===== src/rtl/alu8_pkg.sv =====
// rtl/alu8_pkg.sv - shared widths, opcode codes and flag bit positions for the C0 execute stage
package alu8_pkg;
  localparam int W      = 8;
  localparam int NREG   = 8;
  localparam int BSEL_W = $clog2(NREG);

  // Full 4-bit codes where bit 3 distinguishes the operation
  localparam logic [3:0] OP_ADD = 4'b0000;
  localparam logic [3:0] OP_SUB = 4'b1000;
  localparam logic [3:0] OP_OR  = 4'b0011;
  localparam logic [3:0] OP_NOR = 4'b1011;

  // Low-field codes where bit 3 is don't-care
  localparam logic [2:0] OPL_XOR = 3'b001;
  localparam logic [2:0] OPL_AND = 3'b010;
  localparam logic [2:0] OPL_SHL = 3'b100;
  localparam logic [2:0] OPL_SHR = 3'b101;
  localparam logic [2:0] OPL_ROL = 3'b110;
  localparam logic [2:0] OPL_ROR = 3'b111;

  localparam int FLG_C = 0;
  localparam int FLG_Z = 1;
  localparam int FLG_N = 2;
  localparam int FLG_V = 3;
endpackage


===== src/rtl/alu8_exec_unit_if.sv =====
// rtl/alu8_exec_unit_if.sv - operand/opcode bundle into the execute stage and its result/flags
interface alu8_exec_unit_if;
  import alu8_pkg::*;

  logic [W-1:0]      a_in;
  logic [W*NREG-1:0] reg_bank;
  logic [BSEL_W-1:0] b_sel;
  logic [W-1:0]      imm;
  logic              irs;
  logic [3:0]        opcode;
  logic              flag_we;
  logic [W-1:0]      result;
  logic [W-1:0]      flags;

  modport master (
    output a_in, reg_bank, b_sel, imm, irs, opcode, flag_we,
    input  result, flags
  );

  modport slave (
    input  a_in, reg_bank, b_sel, imm, irs, opcode, flag_we,
    output result, flags
  );
endinterface


===== src/rtl/alu8_bsel.sv =====
// rtl/alu8_bsel.sv - B operand select: register bank 8:1 mux then immediate 2:1 mux
module alu8_bsel
  import alu8_pkg::*;
(
  input  logic [W*NREG-1:0] i_reg_bank,
  input  logic [BSEL_W-1:0] i_b_sel,
  input  logic [W-1:0]      i_imm,
  input  logic              i_irs,
  output logic [W-1:0]      o_b
);
  logic [W-1:0] w_reg_b;

  // Indexed part-select reads only the chosen byte, so unused entries never reach the result
  assign w_reg_b = i_reg_bank[W*i_b_sel +: W];
  assign o_b     = i_irs ? i_imm : w_reg_b;
endmodule


===== src/rtl/alu8_exec_unit.sv =====
// rtl/alu8_exec_unit.sv - 8-bit ALU with combinational result and registered C/Z/N/V flags
// ALU_SHIFT_BY_B_EN: shift/rotate by B[2:0]; otherwise shift/rotate by a fixed 1
module alu8_exec_unit
  import alu8_pkg::*;
(
  input  logic               clk,
  input  logic               rst_n,
  alu8_exec_unit_if.slave    bus
);
  logic [W-1:0] w_a;
  logic [W-1:0] w_b;
  logic [2:0]   w_n;
  logic [2:0]   w_n_inv;
  logic         w_n_nz;
  logic [W:0]   w_sum;
  logic [W:0]   w_diff;
  logic [W:0]   w_shl;
  logic [W:0]   w_shr;
  logic [W-1:0] w_rol;
  logic [W-1:0] w_ror;
  logic [W-1:0] w_res;
  logic         w_c;
  logic         w_v;
  logic [W-1:0] w_flags;
  logic [W-1:0] r_flags;

  assign w_a = bus.a_in;

  alu8_bsel u_bsel (
    .i_reg_bank (bus.reg_bank),
    .i_b_sel    (bus.b_sel),
    .i_imm      (bus.imm),
    .i_irs      (bus.irs),
    .o_b        (w_b)
  );

`ifdef ALU_SHIFT_BY_B_EN
  assign w_n = w_b[2:0];
`else
  assign w_n = 3'd1;
`endif

  assign w_n_nz  = (w_n != 3'd0);
  // (8 - n) mod 8; for n = 0 the rotate ORs A with itself, which passes A through
  assign w_n_inv = 3'd0 - w_n;

  assign w_sum  = {1'b0, w_a} + {1'b0, w_b};
  assign w_diff = {1'b0, w_a} - {1'b0, w_b};
  // Extra bit catches the last bit shifted out: [8] for SHL, [0] for SHR
  assign w_shl  = {1'b0, w_a} << w_n;
  assign w_shr  = {w_a, 1'b0} >> w_n;
  assign w_rol  = (w_a << w_n) | (w_a >> w_n_inv);
  assign w_ror  = (w_a >> w_n) | (w_a << w_n_inv);

  always_comb begin
    w_res = '0;
    w_c   = 1'b0;
    w_v   = 1'b0;
    if (bus.opcode == OP_ADD) begin
      w_res = w_sum[W-1:0];
      w_c   = w_sum[W];
      w_v   = (w_a[W-1] == w_b[W-1]) && (w_sum[W-1] != w_a[W-1]);
    end else if (bus.opcode == OP_SUB) begin
      w_res = w_diff[W-1:0];
      w_c   = w_diff[W];
      w_v   = (w_a[W-1] != w_b[W-1]) && (w_diff[W-1] != w_a[W-1]);
    end else if (bus.opcode == OP_OR) begin
      w_res = w_a | w_b;
    end else if (bus.opcode == OP_NOR) begin
      w_res = ~(w_a | w_b);
    end else begin
      case (bus.opcode[2:0])
        OPL_XOR: w_res = w_a ^ w_b;
        OPL_AND: w_res = w_a & w_b;
        OPL_SHL: begin
          w_res = w_shl[W-1:0];
          w_c   = w_shl[W];
        end
        OPL_SHR: begin
          w_res = w_shr[W:1];
          w_c   = w_shr[0];
        end
        OPL_ROL: begin
          w_res = w_rol;
          w_c   = w_n_nz & w_rol[0];
        end
        OPL_ROR: begin
          w_res = w_ror;
          w_c   = w_n_nz & w_ror[W-1];
        end
        default: w_res = '0;
      endcase
    end
  end

  always_comb begin
    w_flags        = '0;
    w_flags[FLG_C] = w_c;
    w_flags[FLG_Z] = (w_res == '0);
    w_flags[FLG_N] = w_res[W-1];
    w_flags[FLG_V] = w_v;
  end

  always_ff @(posedge clk or negedge rst_n) begin
    if (!rst_n) begin
      r_flags <= '0;
    end else if (bus.flag_we) begin
      r_flags <= w_flags;
    end
  end

  assign bus.result = w_res;
  assign bus.flags  = r_flags;
endmodule


===== src/flat_wrapper.sv =====
// flat-port wrapper written by rule: the top's interface ports become plain ports
module alu8_exec_unit_flat import alu8_pkg::*;
  (clk, rst_n, bus_a_in, bus_reg_bank, bus_b_sel, bus_imm, bus_irs, bus_opcode, bus_flag_we, bus_result, bus_flags);
  alu8_exec_unit_if bus_i ();
  input  logic clk;
  input  logic rst_n;
  input wire logic [$bits(bus_i.a_in)-1:0] bus_a_in;
  input wire logic [$bits(bus_i.reg_bank)-1:0] bus_reg_bank;
  input wire logic [$bits(bus_i.b_sel)-1:0] bus_b_sel;
  input wire logic [$bits(bus_i.imm)-1:0] bus_imm;
  input wire logic [$bits(bus_i.irs)-1:0] bus_irs;
  input wire logic [$bits(bus_i.opcode)-1:0] bus_opcode;
  input wire logic [$bits(bus_i.flag_we)-1:0] bus_flag_we;
  output wire logic [$bits(bus_i.result)-1:0] bus_result;
  output wire logic [$bits(bus_i.flags)-1:0] bus_flags;
  assign bus_i.a_in = bus_a_in;
  assign bus_i.reg_bank = bus_reg_bank;
  assign bus_i.b_sel = bus_b_sel;
  assign bus_i.imm = bus_imm;
  assign bus_i.irs = bus_irs;
  assign bus_i.opcode = bus_opcode;
  assign bus_i.flag_we = bus_flag_we;
  assign bus_result = bus_i.result;
  assign bus_flags = bus_i.flags;
  alu8_exec_unit u_core (.clk(clk), .rst_n(rst_n), .bus(bus_i));
endmodule

===== config.mk =====
export PLATFORM = sky130hd
export DESIGN_NAME = alu8_exec_unit_flat
export DESIGN_NICKNAME = d
export VERILOG_FILES = /design/src/rtl/alu8_pkg.sv /design/src/rtl/alu8_exec_unit_if.sv /design/src/rtl/alu8_bsel.sv /design/src/rtl/alu8_exec_unit.sv /design/src/flat_wrapper.sv
export SDC_FILE = /design/constraint.sdc
export NUM_CORES = 1
export LEC_CHECK = 0
export ABC_CLOCK_PERIOD_IN_PS = 5000
export BUFFER_PORTS_ARGS = -buffer_cell sky130_fd_sc_hd__buf_4
export CAP_MARGIN = 20
export CORE_MARGIN = 8
export CORE_UTILIZATION = 36
export CTS_CLUSTER_SIZE = 12
export DETAILED_ROUTE_END_ITERATION = 10
export SYNTH_ARGS = -nofsm -noshare
export SYNTH_HDL_FRONTEND = slang
export SYNTH_HIERARCHICAL = 1
export SYNTH_SLANG_ARGS = --single-unit

===== constraint.sdc =====
create_clock -name clk -period 5 [get_ports clk]
set_input_delay 0.5 -clock clk [delete_from_list [all_inputs] [get_ports clk]]
set_output_delay 0.5 -clock clk [all_outputs]
set_load 0.01 [all_outputs]

==> impl_metrics.env, run 1 <==
export IMPL_drc=0
export IMPL_drtIter0Drc=124
export IMPL_crit_required_ns=4.50
export IMPL_post_route_util_pct=47.3
export IMPL_ys_async_sr_fraction_pct=100
export IMPL_fin_cells=489
export IMPL_fmax_mhz=236
export IMPL_io_pins=107
export IMPL_cp_data_arrival_time_ns=3.73
export IMPL_max_cap_viol_count=0
export IMPL_criticalPathCategory="input pin to primary output"
export IMPL_crit_path_start_kind="input pin"
export IMPL_fin_crit_ns=4.23
export IMPL_fin_crit_sh_pct=84.6
export IMPL_cts_sinks=4
export IMPL_seq_area_um2=100
export IMPL_finalHoldViolations=0
export IMPL_grt_start_max_net_pins=28
export IMPL_finalInstanceArea_um2=3140
export IMPL_clkTransAtPathRegs_ns=0.03
export IMPL_synth_cell_types=61
export IMPL_dp_cells=486
export IMPL_power_density_nw_per_um2=142
export IMPL_finClkSkew_ns=0
export IMPL_cts_buffers=3
export IMPL_clockBufferDepth=2
export IMPL_maxSlewViolCount=0
export IMPL_hold_path_class="input pin to async pin"
export IMPL_crit_fanout=20
export IMPL_finalNetCount=528
export IMPL_gp_congestion=0.875
export IMPL_status="completed"
export IMPL_largest_reg_flops=4
export IMPL_rows=30
export IMPL_ys_seq_elements=4
export IMPL_syn2layout_area_growth_pct=29.4
export IMPL_placed_area_um2=3100
export IMPL_leakage_nw=1.52
export IMPL_total_power_w=0.000446
export IMPL_io_buffers=102
export IMPL_wl_per_cell_um=17.1
export IMPL_synth_edf_count=0
export IMPL_synth_seq_area_share_pct=4.12
export IMPL_dieWidth_um=98.2
export IMPL_endpoint_kind="primary output"
export IMPL_rrSetupSlack_ns=4.30
export IMPL_via_count=2713
export IMPL_htree_num_levels=1
export IMPL_nFillCells=669
export IMPL_worst_pin_slew_ns=0.534
export IMPL_syn_avg_cell_area_um2=7.36
export IMPL_r2r_start="u_core/bus.flags[0]$_DFFE_PN0P_"
export IMPL_dieArea_um2=9630
export IMPL_relSlewSlack_pct=64.3
export IMPL_overflow=0
export IMPL_synth_top_area_share_pct=12.4
export IMPL_antenna_found_initial=0
export IMPL_setup_violations=0
export IMPL_start_util_pct=36.6
export IMPL_irDropWorstVdd_mv=0.0545
export IMPL_cts_root_buf="clkbuf_8"
export IMPL_grt_pass1_vias=2869
export IMPL_track_usage_pct=16.8
export IMPL_rsz0062_at_grt="false"
export IMPL_grt_pass1_wl_um=13700
export IMPL_syn_area_um2=2430
export IMPL_clkLatencyLatePin_ns=0.22
export IMPL_timing_rr_end="u_core/bus.flags[0]$_DFFE_PN0P_"
export IMPL_die_h_um=98.2
export IMPL_post_cts_buffers=0
export IMPL_drive_above_1_share_pct=31.1
export IMPL_cts_resized_gates=0
export IMPL_cts_tree="yes"
export IMPL_synth_warnings=6
export IMPL_drtPass1Iterations=4
export IMPL_diodes=0
export IMPL_rr_worst_depth=1
export IMPL_tns_ns=0
export IMPL_dpl_hpwl_um=7080
export IMPL_drtAntennaViolNets=0
export IMPL_multi_input_area_um2=2020
export IMPL_drt_total_wl_um=8370
export IMPL_core_area_um2=6640
export IMPL_netlist_instances=330
export IMPL_synth_flop_cell="dfrtp_1"
export IMPL_synth_area_top_cells="ha_1 (12%), mux2i_1 (9.1%), mux2_2 (7.4%)"
export IMPL_yosysTopAreaCell="ha_1"
export IMPL_ctsHoldBuffers=0
export IMPL_avgViaCountPerCell=5.55
[worst max-delay path, stage by stage]
cell and delay [ns]:
buf_4 0.27, mux2i_1 0.13, a22o_1 0.24, o31ai_1 0.46, inv_1 0.19, ha_1 0.35, o21ba_2 0.23, or4_1 0.47
a41oi_1 0.33, mux2i_1 0.27, nand2_1 0.11, buf_4 0.16
[synth_stat cells, drive strengths merged, types with 2 or more instances]
cell and number:
mux2 16, nand3 4, o21a 3, fa 2, dfrtp 4, a31oi 2, nand2 36, nor2 14
nor2b 13, a21boi 2, and2 2, a22o 12, o21ai 16, a22oi 4, o31ai 11, ha 24
a2bb2oi 2, nor3 7, a211oi 8, o311ai 2, clkbuf 13, o21bai 4, buf 16, inv 28
a21o 2, o22ai 9, xnor2 6, a32oi 2, a21oi 17, or4 3, o22a 2, mux2i 22
o31a 2, o211ai 5
[kinds of logic (layout without fill, tap and decap cells)]
group / count (synthesis) / after routing / synth area share (%)
compound gates: 112 / 112 / 32.9
simple gates: 85 / 85 / 17.2
buf+inv: 58 / 134 / 13.0
mux: 38 / 38 / 16.5
fa+ha+maj: 26 / 26 / 14.0
xor+xnor: 6 / 6 / 2.16
flops: 4 / 4 / 4.12
other cells: 1 / 4 / 0.154
[power breakdown]
part	leakage, nW	total [W]	internal (W)	switching [W]
Sequential	0.0510	0.0000377	0.0000359	0.00000177
Combinational	1.44	0.000341	0.000165	0.000176
Clock	0.0216	0.0000674	0.0000513	0.0000161
[layout make-up]
cell class              count  share of cell area (%)
repair buffers            103                    24.6
multi-input cells         271                    64.4
clock buffers               3                    1.31
flip-flops and latches      4                    3.18
inverters                  28                    3.34
well taps                  80                    3.18
[per-layer routing]
layer	up-vias	share of wire (%)	GRT usage [%]	wire length (um)
li1	1354	-	-	-
met1	1218	44	20.5	3650
met2	127	44	27.3	3660
met3	14	10	5.69	879
met4	0	2.1	4.72	176
met5	-	0	0	0
[metrics by stage]
step / setup WS [ns] / hold WS (ns)
after floorplan: 1.16 / 0.204
after global placement: 0.814 / 0.299
after detailed placement: 0.747 / 0.300
after CTS: 0.725 / 0.0696
after global routing: 0.499 / 0.0674
final: 0.769 / 0.0742
[worst max path at each step]
stage | start | endpoint | slack (ns)
floorplan | bus_b_sel[0] | bus_result[7] | 1.16
finish | bus_b_sel[0] | bus_result[7] | 0.77
global route | bus_b_sel[0] | bus_result[7] | 0.50
global placement | bus_b_sel[0] | u_core/bus.flags[1]$_DFFE_PN0P_ | 0.81
detailed placement | bus_b_sel[0] | bus_result[7] | 0.75
CTS | bus_b_sel[0] | bus_result[7] | 0.73
[cells in the final DEF, fill, tap and decap left out, types with 5 or more instances in the layout]
master	Yosys	final
buf_4	8	103
nand2_1	36	36
inv_1	28	28
ha_1	24	24
mux2i_1	22	22
a21oi_1	17	17
o21ai_0	16	16
mux2_2	16	16
nor2_1	14	14
nor2b_1	12	12
a22o_1	12	12
o31ai_1	10	10
o22ai_1	9	9
a211oi_1	8	8
nor3_1	6	6
xnor2_1	6	6
o211ai_1	5	5
(Power assumes the default switching activity.)
==> run 2, diff against run 1 <==
- ABC_CLOCK_PERIOD_IN_PS: 5000 -> 3800
- PLACE_DENSITY: not set -> 0.66
- clock period: 5 -> 3.8 ns (I/O delays scaled with it)
==> impl_metrics.env, run 2 (same netlist as run 1, synthesis figures left out) <==
export IMPL_leakage_nw=1.59
export IMPL_met3_usage_pct=6.26
export IMPL_grt_start_max_net_pins=28
export IMPL_cts_root_buf="clkbuf_8"
export IMPL_hold_path_depth=2
export IMPL_tns_ns=0
export IMPL_dpl_hpwl_um=7290
export IMPL_drc=0
export IMPL_antenna_found_initial=0
export IMPL_wl_per_cell_um=17.3
export IMPL_timing_rr_end="u_core/bus.flags[0]$_DFFE_PN0P_"
export IMPL_dieArea_um2=9630
export IMPL_finalInstanceArea_um2=3280
export IMPL_r2r_start="u_core/bus.flags[0]$_DFFE_PN0P_"
export IMPL_die_h_um=98.2
export IMPL_clkTransAtPathRegs_ns=0.03
export IMPL_rows=30
export IMPL_fin_crit_sh_pct=95.5
export IMPL_drt_total_wl_um=8670
export IMPL_cp_common_cell="buf_4"
export IMPL_grt_pass1_vias=2922
export IMPL_overflow=0
export IMPL_use_met1_pct=21.4
export IMPL_worstPathCellList="buf_4 -> buf_4 -> mux2i_1 -> a22o_1 -> o31ai_2 -> inv_1 -> ha_1 -> or4_1 -> a41oi_2 -> mux2i_1 -> nand2_1 -> buf_4"
export IMPL_drtAntennaViolNets=0
export IMPL_multi_input_area_um2=2060
export IMPL_crit_path_start_kind="input pin"
export IMPL_worst_pin_slew_ns=0.577
export IMPL_diodes=0
export IMPL_slowest_stage="or4_1"
export IMPL_fin_cells=502
export IMPL_setup_violations=0
export IMPL_max_stage_delay_ns=0.62
export IMPL_rrSetupSlack_ns=3.10
export IMPL_clockBufferDepth=2
export IMPL_cts_buffers=3
export IMPL_power_density_nw_per_um2=187
export IMPL_finalHoldViolations=0
export IMPL_avgViaCountPerCell=5.54
export IMPL_clkLatencyLatePin_ns=0.22
export IMPL_status="completed"
export IMPL_syn2layout_area_growth_pct=35.2
export IMPL_cts_sinks=4
export IMPL_total_power_w=0.000615
export IMPL_maxSlewViolCount=0
export IMPL_final_cell_mix="buf_4 (115), nand2_1 (36), inv_1 (28), ha_1 (24), mux2i_1 (22)"
export IMPL_max_cap_viol_count=0
export IMPL_holdCritStartpoint="bus_flag_we"
export IMPL_cts_tree="yes"
export IMPL_dp_cells=498
export IMPL_start_util_pct=36.6
export IMPL_seq_area_um2=100
export IMPL_post_cts_buffers=0
export IMPL_drive_above_1_share_pct=34.8
export IMPL_rr_worst_depth=1
export IMPL_drtIter0Drc=185
export IMPL_io_pins=107
export IMPL_whs_endpoint="u_core/bus.flags[2]$_DFFE_PN0P_"
export IMPL_core_area_um2=6640
export IMPL_cp_data_arrival_time_ns=3.25
export IMPL_final_common_cell="buf_4"
export IMPL_via_count=2780
export IMPL_grtUsageMet2_pct=28.1
export IMPL_finalNetCount=541
export IMPL_drtPass1Iterations=5
export IMPL_fmax_mhz=276
export IMPL_dieWidth_um=98.2
export IMPL_relSlewSlack_pct=61.2
export IMPL_endpoint_kind="primary output"
export IMPL_grt_pass1_wl_um=14100
export IMPL_placed_area_um2=3190
export IMPL_finClkSkew_ns=0
export IMPL_hold_path_class="input pin to register"
export IMPL_track_usage_pct=17.2
export IMPL_fin_crit_ns=3.63
export IMPL_crit_required_ns=3.42
export IMPL_top_usage_layer="met2"
export IMPL_nFillCells=687
export IMPL_htree_num_levels=1
export IMPL_criticalPathCategory="input pin to primary output"
export IMPL_gp_congestion=0.948
export IMPL_crit_fanout=12
export IMPL_worst_hold_slack_ns=0.411
export IMPL_irDropWorstVdd_mv=0.0681
export IMPL_io_buffers=102
export IMPL_largest_reg_flops=4
==> run 2: cell count changes in the layout (fill, tap and decap cells not counted) <==
cell	change
o31ai_1	-6
nor2b_1	-1
o31ai_2	+6
dlygate4sd3_1	+1
a41oi_1	-1
buf_4	+12
nor2b_2	+1
a41oi_2	+1
==> run 2: worst max-delay path by stage <==
stage                      start                         endpoint  slack [ns]  cells past startpoint
floorplan           bus_b_sel[0]  u_core/bus.flags[1]$_DFFE_PN0P_        0.15                     15
global placement    bus_b_sel[2]  u_core/bus.flags[1]$_DFFE_PN0P_        0.07                     14
detailed placement  bus_b_sel[1]  u_core/bus.flags[1]$_DFFE_PN0P_       -0.04                     14
CTS                 bus_b_sel[0]                    bus_result[7]        0.05                     12
global route        bus_b_sel[0]                    bus_result[6]       -0.09                     14
finish              bus_b_sel[0]                    bus_result[7]        0.17                     12
==> run 2: critical path, delay by kind of cell <==
family	cells	cell delay, ns
and+or+nand+nor	2	0.74
AOI/OAI and AO/OA	3	0.73
buffers and inverters	4	0.67
muxes	2	0.41
adders and majority gates	1	0.31
==> run 2: where the power goes <==
group | switching (W) | total (W) | internal (W) | leakage [nW]
clock network | 0.0000206 | 0.0000880 | 0.0000674 | 0.0216
registers | 0.00000222 | 0.0000495 | 0.0000473 | 0.0510
logic | 0.000242 | 0.000478 | 0.000236 | 1.52
==> run 2: layout make-up <==
cell class	instances	area share (%)
repair buffers	116	26.6
clock buffers	3	1.26
multi-input cells	271	62.9
well taps	80	3.05
inverters	28	3.20
flip-flops and latches	4	3.05
==> run 2: what timing repair did <==
action                                  in CTS  in global routing
hold buffers                                 1                  0
hold endpoints to repair                     4                  0
gates resized for setup                      0                  8
endpoints found under the setup margin       0                  4
==> run 2: per-layer routing <==
| metal | routed length, um | share of wire (%) | vias up |
|---|---|---|---|
| met2 | 3750 | 43 | 126 |
| met1 | 3940 | 45 | 1267 |
| met5 | 0 | 0 | - |
| met4 | 75 | 0.86 | 0 |
| met3 | 905 | 10 | 11 |
| li1 | - | - | 1376 |
==> run 2: metrics by stage <==
stage          utilization, %  setup WS (ns)
6_report                 49.4          0.172
5_1_grt                  49.4        -0.0926
4_1_cts                  48.8         0.0530
3_5_place_dp             48.1        -0.0432
3_3_place_gp             48.1         0.0749
2_1_floorplan               -          0.147
